<file path="config.mk">
export PLATFORM = sky130hd
export DESIGN_NAME = if_stage0_fq
export DESIGN_NICKNAME = d
export VERILOG_FILES = /design/src/rtl/if_stage0_fq.sv
export SDC_FILE = /design/constraint.sdc
export NUM_CORES = 1
export LEC_CHECK = 0
export CAP_MARGIN = 20
export CORE_UTILIZATION = 50
export CTS_BUF_LIST = sky130_fd_sc_hd__clkbuf_4
export DETAILED_ROUTE_END_ITERATION = 16
export GPL_TIMING_DRIVEN = 1
export PLACE_DENSITY = 0.79
export SLEW_MARGIN = 5
export SYNTH_ARGS = -nofsm -noshare
export SYNTH_HDL_FRONTEND = slang
export SYNTH_SLANG_ARGS = --single-unit
</file>
<file path="constraint.sdc">
create_clock -name clk -period 3.9 [get_ports clk]
set_input_delay 0.78 -clock clk [delete_from_list [all_inputs] [get_ports clk]]
set_output_delay 0.78 -clock clk [all_outputs]
set_load 0.02 [all_outputs]
</file>
<file path="src/rtl/if_stage0_fq.sv">
`default_nettype none
// ============================================================================
// Module   : if_stage0_fq
// Brief    : Fetch-address stage. Owns the fetch PC, issues aligned
//            fetch-group requests to the I-cache, follows the BPU next-PC
//            prediction and records each accepted group in a small fetch
//            queue that IF1 drains with a valid/ready handshake.
// Revision : 1.0 - initial release
// ============================================================================
module if_stage0_fq #(
  parameter logic [31:0] RESET_PC    = 32'h1c000000,
  parameter int          FETCH_WIDTH = 4,
  parameter int          DEPTH       = 4,
  parameter logic [2:0]  UC_SEG      = 3'b101
) (
  input  logic                       clk,
  input  logic                       rst,
  input  logic                       flush_IF,
  input  logic [31:0]                jump_pc,
  output logic                       valid,
  output logic [31:0]                iaddr,
  output logic                       uncached,
  input  logic                       addr_ok,
  output logic [31:0]                pc_to_BPU,
  input  logic [FETCH_WIDTH-1:0]     pc_is_jump,
  input  logic [FETCH_WIDTH-1:0]     pc_valid,
  input  logic [31:0]                pre_nextpc,
  output logic                       if1_valid,
  output logic [31:0]                if1_pc,
  output logic [FETCH_WIDTH-1:0]     if1_mask,
  output logic [FETCH_WIDTH-1:0]     if1_taken,
  input  logic                       IF1_ready,
  output logic [$clog2(DEPTH):0]     q_count
);

  localparam int              c_W     = $clog2(FETCH_WIDTH);
  localparam int              c_AW    = $clog2(DEPTH);
  localparam logic [c_AW:0]   c_DEPTH = (c_AW+1)'(DEPTH);

  logic [31:0]            r_pc;
  logic [c_AW-1:0]        r_head;
  logic [c_AW-1:0]        r_tail;
  logic [c_AW:0]          r_count;

  // Queue storage; deliberately not reset, stale data is gated at the output
  logic [31:0]            r_q_pc    [DEPTH];
  logic [FETCH_WIDTH-1:0] r_q_mask  [DEPTH];
  logic [FETCH_WIDTH-1:0] r_q_taken [DEPTH];

  logic [3:0]             w_off;
  logic [FETCH_WIDTH-1:0] w_base;
  logic [FETCH_WIDTH-1:0] w_mask;
  logic [FETCH_WIDTH-1:0] w_taken;
  logic                   w_full;
  logic                   w_acc;
  logic                   w_deq;
  logic                   w_unused_lsb;

  // Slot offset of the PC inside its fetch group; a 1-wide group has none
  generate
    if (c_W > 0) begin : g_off
      assign w_off = 4'(r_pc[c_W+1:2]);
    end else begin : g_off_zero
      assign w_off = 4'd0;
    end
  endgenerate

  // Slot mask: valid slots at/after the PC offset, truncated after the first taken slot
  always_comb begin
    logic cut;
    cut    = 1'b0;
    w_base = '0;
    w_mask = '0;
    for (int i = 0; i < FETCH_WIDTH; i++) begin
      w_base[i] = (4'(i) >= w_off) && pc_valid[i];
      w_mask[i] = w_base[i] && !cut;
      if (w_base[i] && pc_is_jump[i]) begin
        cut = 1'b1;
      end
    end
  end

  assign w_taken = pc_is_jump & w_mask;

  // Request side: a same-cycle dequeue never frees a slot for a same-cycle enqueue
  assign w_full    = (r_count == c_DEPTH);
  assign valid     = !rst && !flush_IF && !w_full;
  assign w_acc     = valid && addr_ok;
  assign iaddr     = r_pc;
  assign pc_to_BPU = r_pc;
  assign uncached  = (r_pc[31:29] == UC_SEG);

  // Predicted targets are word-aligned on entry, so the low bits are dropped
  assign w_unused_lsb = ^pre_nextpc[1:0];

  // Head side: zero-latency view of the head entry, zeroed when empty
  assign if1_valid = (r_count != '0);
  assign w_deq     = if1_valid && IF1_ready;
  assign if1_pc    = if1_valid ? r_q_pc[r_head]    : '0;
  assign if1_mask  = if1_valid ? r_q_mask[r_head]  : '0;
  assign if1_taken = if1_valid ? r_q_taken[r_head] : '0;
  assign q_count   = r_count;

  // PC, pointers and occupancy; reset beats flush, flush beats accept/dequeue
  always_ff @(posedge clk) begin
    if (rst) begin
      r_pc    <= RESET_PC;
      r_head  <= '0;
      r_tail  <= '0;
      r_count <= '0;
    end else if (flush_IF) begin
      r_pc    <= jump_pc;
      r_head  <= '0;
      r_tail  <= '0;
      r_count <= '0;
    end else begin
      if (w_acc) begin
        r_pc   <= {pre_nextpc[31:2], 2'b00};
        r_tail <= r_tail + 1'b1;
      end
      if (w_deq) begin
        r_head <= r_head + 1'b1;
      end
      case ({w_acc, w_deq})
        2'b10:   r_count <= r_count + 1'b1;
        2'b01:   r_count <= r_count - 1'b1;
        default: r_count <= r_count;
      endcase
    end
  end

  // Record the accepted fetch group at the tail
  always_ff @(posedge clk) begin
    if (w_acc) begin
      r_q_pc[r_tail]    <= r_pc;
      r_q_mask[r_tail]  <= w_mask;
      r_q_taken[r_tail] <= w_taken;
    end
  end

endmodule
`default_nettype wire

</file>
* After elaboration in Yosys (flattened, before gate mapping) *
Memories as Yosys holds them, arrays and structs flattened. A register that Yosys moved wholly into a read port is not among the register bits.
Cells that the tools add are included.

word-level totals
  flip-flop bits (word level) = 39
  latch bits = 0
  RAM bits = 160
  ROM bits = 0
  input bits = 77
  output and inout bits = 110
  logic and storage cells = 61
  memories = 3

memory list
  name       words  bits a word  rd ports  clocked after Yosys merged registers in  write ports  RTL line  source
  r_q_pc     4      32           1         1                                        1            46        logic [31:0] r_q_pc [DEPTH];
  r_q_mask   4      4            1         1                                        1            47        logic [FETCH_WIDTH-1:0] r_q_mask [DEPTH];
  r_q_taken  4      4            1         1                                        1            48        logic [FETCH_WIDTH-1:0] r_q_taken [DEPTH];

cells by class
  add/subtract/negate cells = 4
  multiply operators = 0
  divide/modulo/power cells = 0
  order comparisons = 4
  equality and inequality tests = 4
  shift-type cells = 0
  multiplexer cells = 17
  bitwise gates (word level) = 1
  reduce and logical (&&, ||, !) cells = 24

operator list
  cell                   count
  $mux W32               3
  $logic_and A1 B1 Y1    14
  $mux W2                6
  $mux W4                2
  $eq A3 B3 Y1 const B   2
  $logic_not A1 Y1       6
  $pmux W3 S2            1
  $mux W1                5
  $add A2 B1 Y2 const B  2
  $and A4 B4 Y4          1
  $ge A1 B2 Y1 const A   2
  $ge A2 B2 Y1 const A   2
  $reduce_bool A2 Y1     2
  $add A3 B1 Y3 const B  1
  $reduce_bool A3 Y1     1
  $sub A3 B1 Y3 const B  1
  $eq A2 B1 Y1 const B   1
  $eq A2 B2 Y1 const B   1
  $reduce_or A2 Y1       1

* Depth between registers and ports, before layout *
  word-level depth = 9
  gate-level depth with buffers = 12

* Worst setup path before layout *
OpenSTA, ideal clock, no wires.

  path kind = input port to flip-flop
  start point = in flush_IF
  end point = mem r_q_mask[0][0], enable pin
  library setup time = 401 ps
  arrival = 2488 ps
  setup slack = 1011 ps
  cell stages on the path = 5
  cell sequence = buf_6 -> or3b_1 -> buf_6 -> nor2_4 -> and2_1

on the way
  word-level cells in the longest chain between the ends = 6

ends and longest elaborated chain
  what                              RTL line  source
  from (decl)                       18        input logic flush_IF,
  $logic_not A1 Y1                  87        assign valid = !rst && !flush_IF && !w_full;
  $logic_and A1 B1 Y1 (2 in a row)  87
  $logic_and A1 B1 Y1               88        assign w_acc = valid && addr_ok;
  $mux W1                           134       if (w_acc) begin
  $mux W1 (implied by the code)     136       r_q_mask[r_tail] <= w_mask;
  to (decl)                         47

Every way passes these cells.

==> results.toml <==
[cells_and_area]
drive_above_1_share_pct = 22.9
fillerInstances = 1164
seq_area_um2 = 5630
areaGrowthSynthToFinish_pct = 29.5
layoutNonFillerInstCount = 977
final_nets = 801
final_util_pct = 66.5
multi_input_area_um2 = 2470

[placement]
place_inst = 889
dp_hpwl_um = 11700
place.gp.congestion = 0.730
io_buffers = 184

[floorplan]
die_area_um2 = 17600
fp.dieH_um = 133
coreArea_um2 = 16600
num_rows = 47
io_pins = 187
dieWidth_um = 133
start_util_pct = 51.4

[global_route]
gr-usage-met2_pct = 37.1
grt_max_degree = 42
grt_util_met1_pct = 26.6
gr-usage-all-layers_pct = 21.5
antenna_found_initial = 1
grt_remaining_overflow = 0
grt_pass1_wl_um = 28800
busiest_layer = "met2"
grt_pass1_vias = 5385
use_met3_pct = 4.79

[worst_setup_path]
crit_chain = "buf_12 -> mux4_2 -> nor2b_1 -> clkdlybuf4s50_1"
cp_top_family = "buffers and inverters"
endpoint_kind = "output pin"
cp_slowest_cell = "dfxtp_4"
crit_path_max_incr_delay_ns = 0.61
reg2reg_depth = 9
cp_num_buf_inv = 2
rr_endpoint = "q_count[2]"
critPathKind = "flip-flop to output pin"
r2r_slack_ns = 1.47
critPathArrivalTime_ns = 2.77
crit_required_ns = 3.12
crit_path_start_kind = "flip-flop"
timing.rr.start = "q_count[2]"
worstPathMaxFanout = 22

[power]
ir_drop_mv = 0.184
seqPwrFrac_pct = 52.7
switching_share_pct = 23.0
p_sw_mw = 1.06
intPower_mw = 3.54
power.total_mw = 4.60
cellLeakagePower_nw = 3.63
pwr-share-clk_pct = 37.8
power.density_nw_per_um2 = 417
combPwrFrac_pct = 9.5

[synth]
ys.warnings.count = 0
synth_edf_count = 160
synth_top_cell_by_area = "edfxtp_1"
synth_ff_type = "edfxtp_1"
syn-cell-area_um2 = 8520
netlist.area_leader.share_pct = 56.4
synth_nets = 620
synth_cell_type_count = 38
synth_seq_cells = 201
yosysSeqAreaShare_pct = 66.0
async_flop_share_pct = 0
synth_area_leaders = "edfxtp_1 56%, mux4_2 11%, dfxtp_1 9.6%, nor2b_1 5.1%, a2111oi_2 4.2%"
netlist_instances = 537
avgSynthCellArea_um2 = 15.9

[worst_hold_path]
hold-path-endpoint = "r_q_pc[1][27]"
hold_start = "iaddr[27]"
worstHoldPathCells = 0
min_path_type = "flip-flop to flip-flop"

[run_status]
outcome = "finished, final reports clean"

[clock_tree]
cts.sinks = 201
clockBufferDepth = 3
cts_tree = "yes"
insertion_delay_ns = 0.63
clock-root-buffer = "clkbuf_4"
cts_setup_buffers = 0
clkTransAtPathRegs_ns = 0.08
hold_buffers = 0
cts.repair.resized = 0
cts_made_buffers = 47
h-tree-depth = 2

[flow_run]
drv_cap = 0

[sta]
clock_skew_ns = 0.0378
fin_crit_sh_pct = 91.0
hold_violations = 0
slew-limit-headroom_pct = 60.6
maxSlewViolCount = 0
max_freq_mhz = 282
worstMarginPinSlew_ns = 0.591
fin_tns_setup_ns = 0
min_period_ns = 3.55
setup_viol = 0
grt_setup_unrepaired = "no"

[drt]
num_vias = 5236
drt_iter0_drc = 273
drt-total-wl_um = 18400
wl_per_cell_um = 18.8
post-route-drc-count = 0
ant_nets = 0
viasPerCell = 5.36
dr.pass1.iters = 4
[synth_stat cells (all sizes together) (2+ instances only)]
library cell,count
buf,44
ha,5
o21ai,4
a21oi,6
nor2b,69
a211oi,3
dfxtp,41
inv,8
mux4,40
xor2,4
nor4,3
a2111oi,27
clkbuf,22
nand2,6
nor2,42
and2,6
or3,2
edfxtp,160
nor3,31
and3b,2
nor3b,2
[cell usage in the layout, fill, tap and decap left out, types with 2 or more instances in the layout]
| cell | instances |
|---|---|
| o21ai_0 | 4 |
| and2_2 | 4 |
| inv_2 | 2 |
| or3_1 | 2 |
| nor2_1 | 41 |
| nand2_1 | 6 |
| a2111oi_2 | 24 |
| and3b_1 | 2 |
| inv_1 | 7 |
| and2_1 | 2 |
| buf_4 | 10 |
| ha_1 | 5 |
| edfxtp_1 | 160 |
| mux4_2 | 40 |
| buf_2 | 2 |
| nor2b_1 | 69 |
| nor3_1 | 30 |
| buf_12 | 4 |
| xor2_1 | 4 |
| a211oi_1 | 3 |
| clkinv_2 | 3 |
| a21oi_1 | 6 |
| a2111oi_0 | 2 |
| clkbuf_4 | 75 |
| clkinv_1 | 7 |
| dfxtp_1 | 39 |
| nor4_1 | 3 |
| clkdlybuf4s50_1 | 182 |
[worst max-delay path by stage]
stage | endpoint | slack (ns) | start | cells past startpoint
finish | if1_pc[31] | 0.35 | flip-flop | 4
global route | if1_pc[19] | 0.16 | flip-flop | 4
floorplan | r_q_mask[0][0] | 1.01 | flush_IF | 5
global placement | valid | 0.83 | flush_IF | 4
CTS | if1_pc[31] | 0.23 | flip-flop | 4
detailed placement | valid | 0.83 | flush_IF | 4
[flip-flops by register name, indices dropped and copies added, names as in the netlist, named ones only]
register,flops
iaddr,32
r_q_taken,16
r_head,2
r_q_pc,128
r_tail,2
r_q_mask,16
q_count,3
[metal layers]
metal / routed length, um / share of wire [%]
met5: 0 / 0
met4: 349 / 1.9
met3: 1170 / 6.3
met2: 9510 / 52
met1: 7390 / 40
[kinds of logic (layout without fill, tap and decap cells)]
| family | count (synthesis) | count (layout) | synth area share [%] |
|---|---|---|---|
| compound gates | 42 | 42 | 5.80 |
| fa+ha+maj | 6 | 6 | 0.969 |
| mux | 41 | 41 | 10.7 |
| flops | 201 | 201 | 66.0 |
| buf+inv | 74 | 293 | 5.21 |
| xor+xnor | 4 | 4 | 0.411 |
| simple gates | 169 | 169 | 10.9 |
| other cells | 0 | 1 | 0 |
[power by group through the flow]
stage          combinational (mW)  sequential [mW]  clock [mW]
3_5_place_dp                0.437             2.47           0
6_report                    0.436             2.42        1.74
3_3_place_gp                0.431             2.46           0
2_1_floorplan               0.219             2.48           0
5_1_grt                     0.460             2.43        1.89
4_1_cts                     0.439             2.42        1.78
[per-stage QoR]
stage	setup slack, ns	cell area, um^2	hold WS, ns
after global routing	0.164	11000	0.547
after CTS	0.230	11000	0.533
after floorplan	1.01	8520	0.485
after detailed placement	0.831	10400	0.533
final	0.352	11000	0.533
after global placement	0.826	10400	0.502
[worst register-to-register path, stage by stage, from the launching register on]
cell	delay [ns]
dfxtp_1	0.45
nor3b_4	0.49
nor2_4	0.10
inv_2	0.08
ha_1	0.19
inv_1	0.07
fa_1	0.37
xor2_1	0.16
or3_1	0.31
a21oi_1	0.15
[layout make-up]
type                            instances  area share (%)
Timing Repair Buffer                  198            18.0
Sequential cell                       201            51.0
Tap cell                              220            2.50
Antenna cell                            1          0.0227
Multi-Input combinational cell        262            22.4
Clock buffer                           75            5.10
Clock inverter                         12           0.681
Inverter                                8           0.272
No activity file was read; power rests on OpenSTA's default activity.
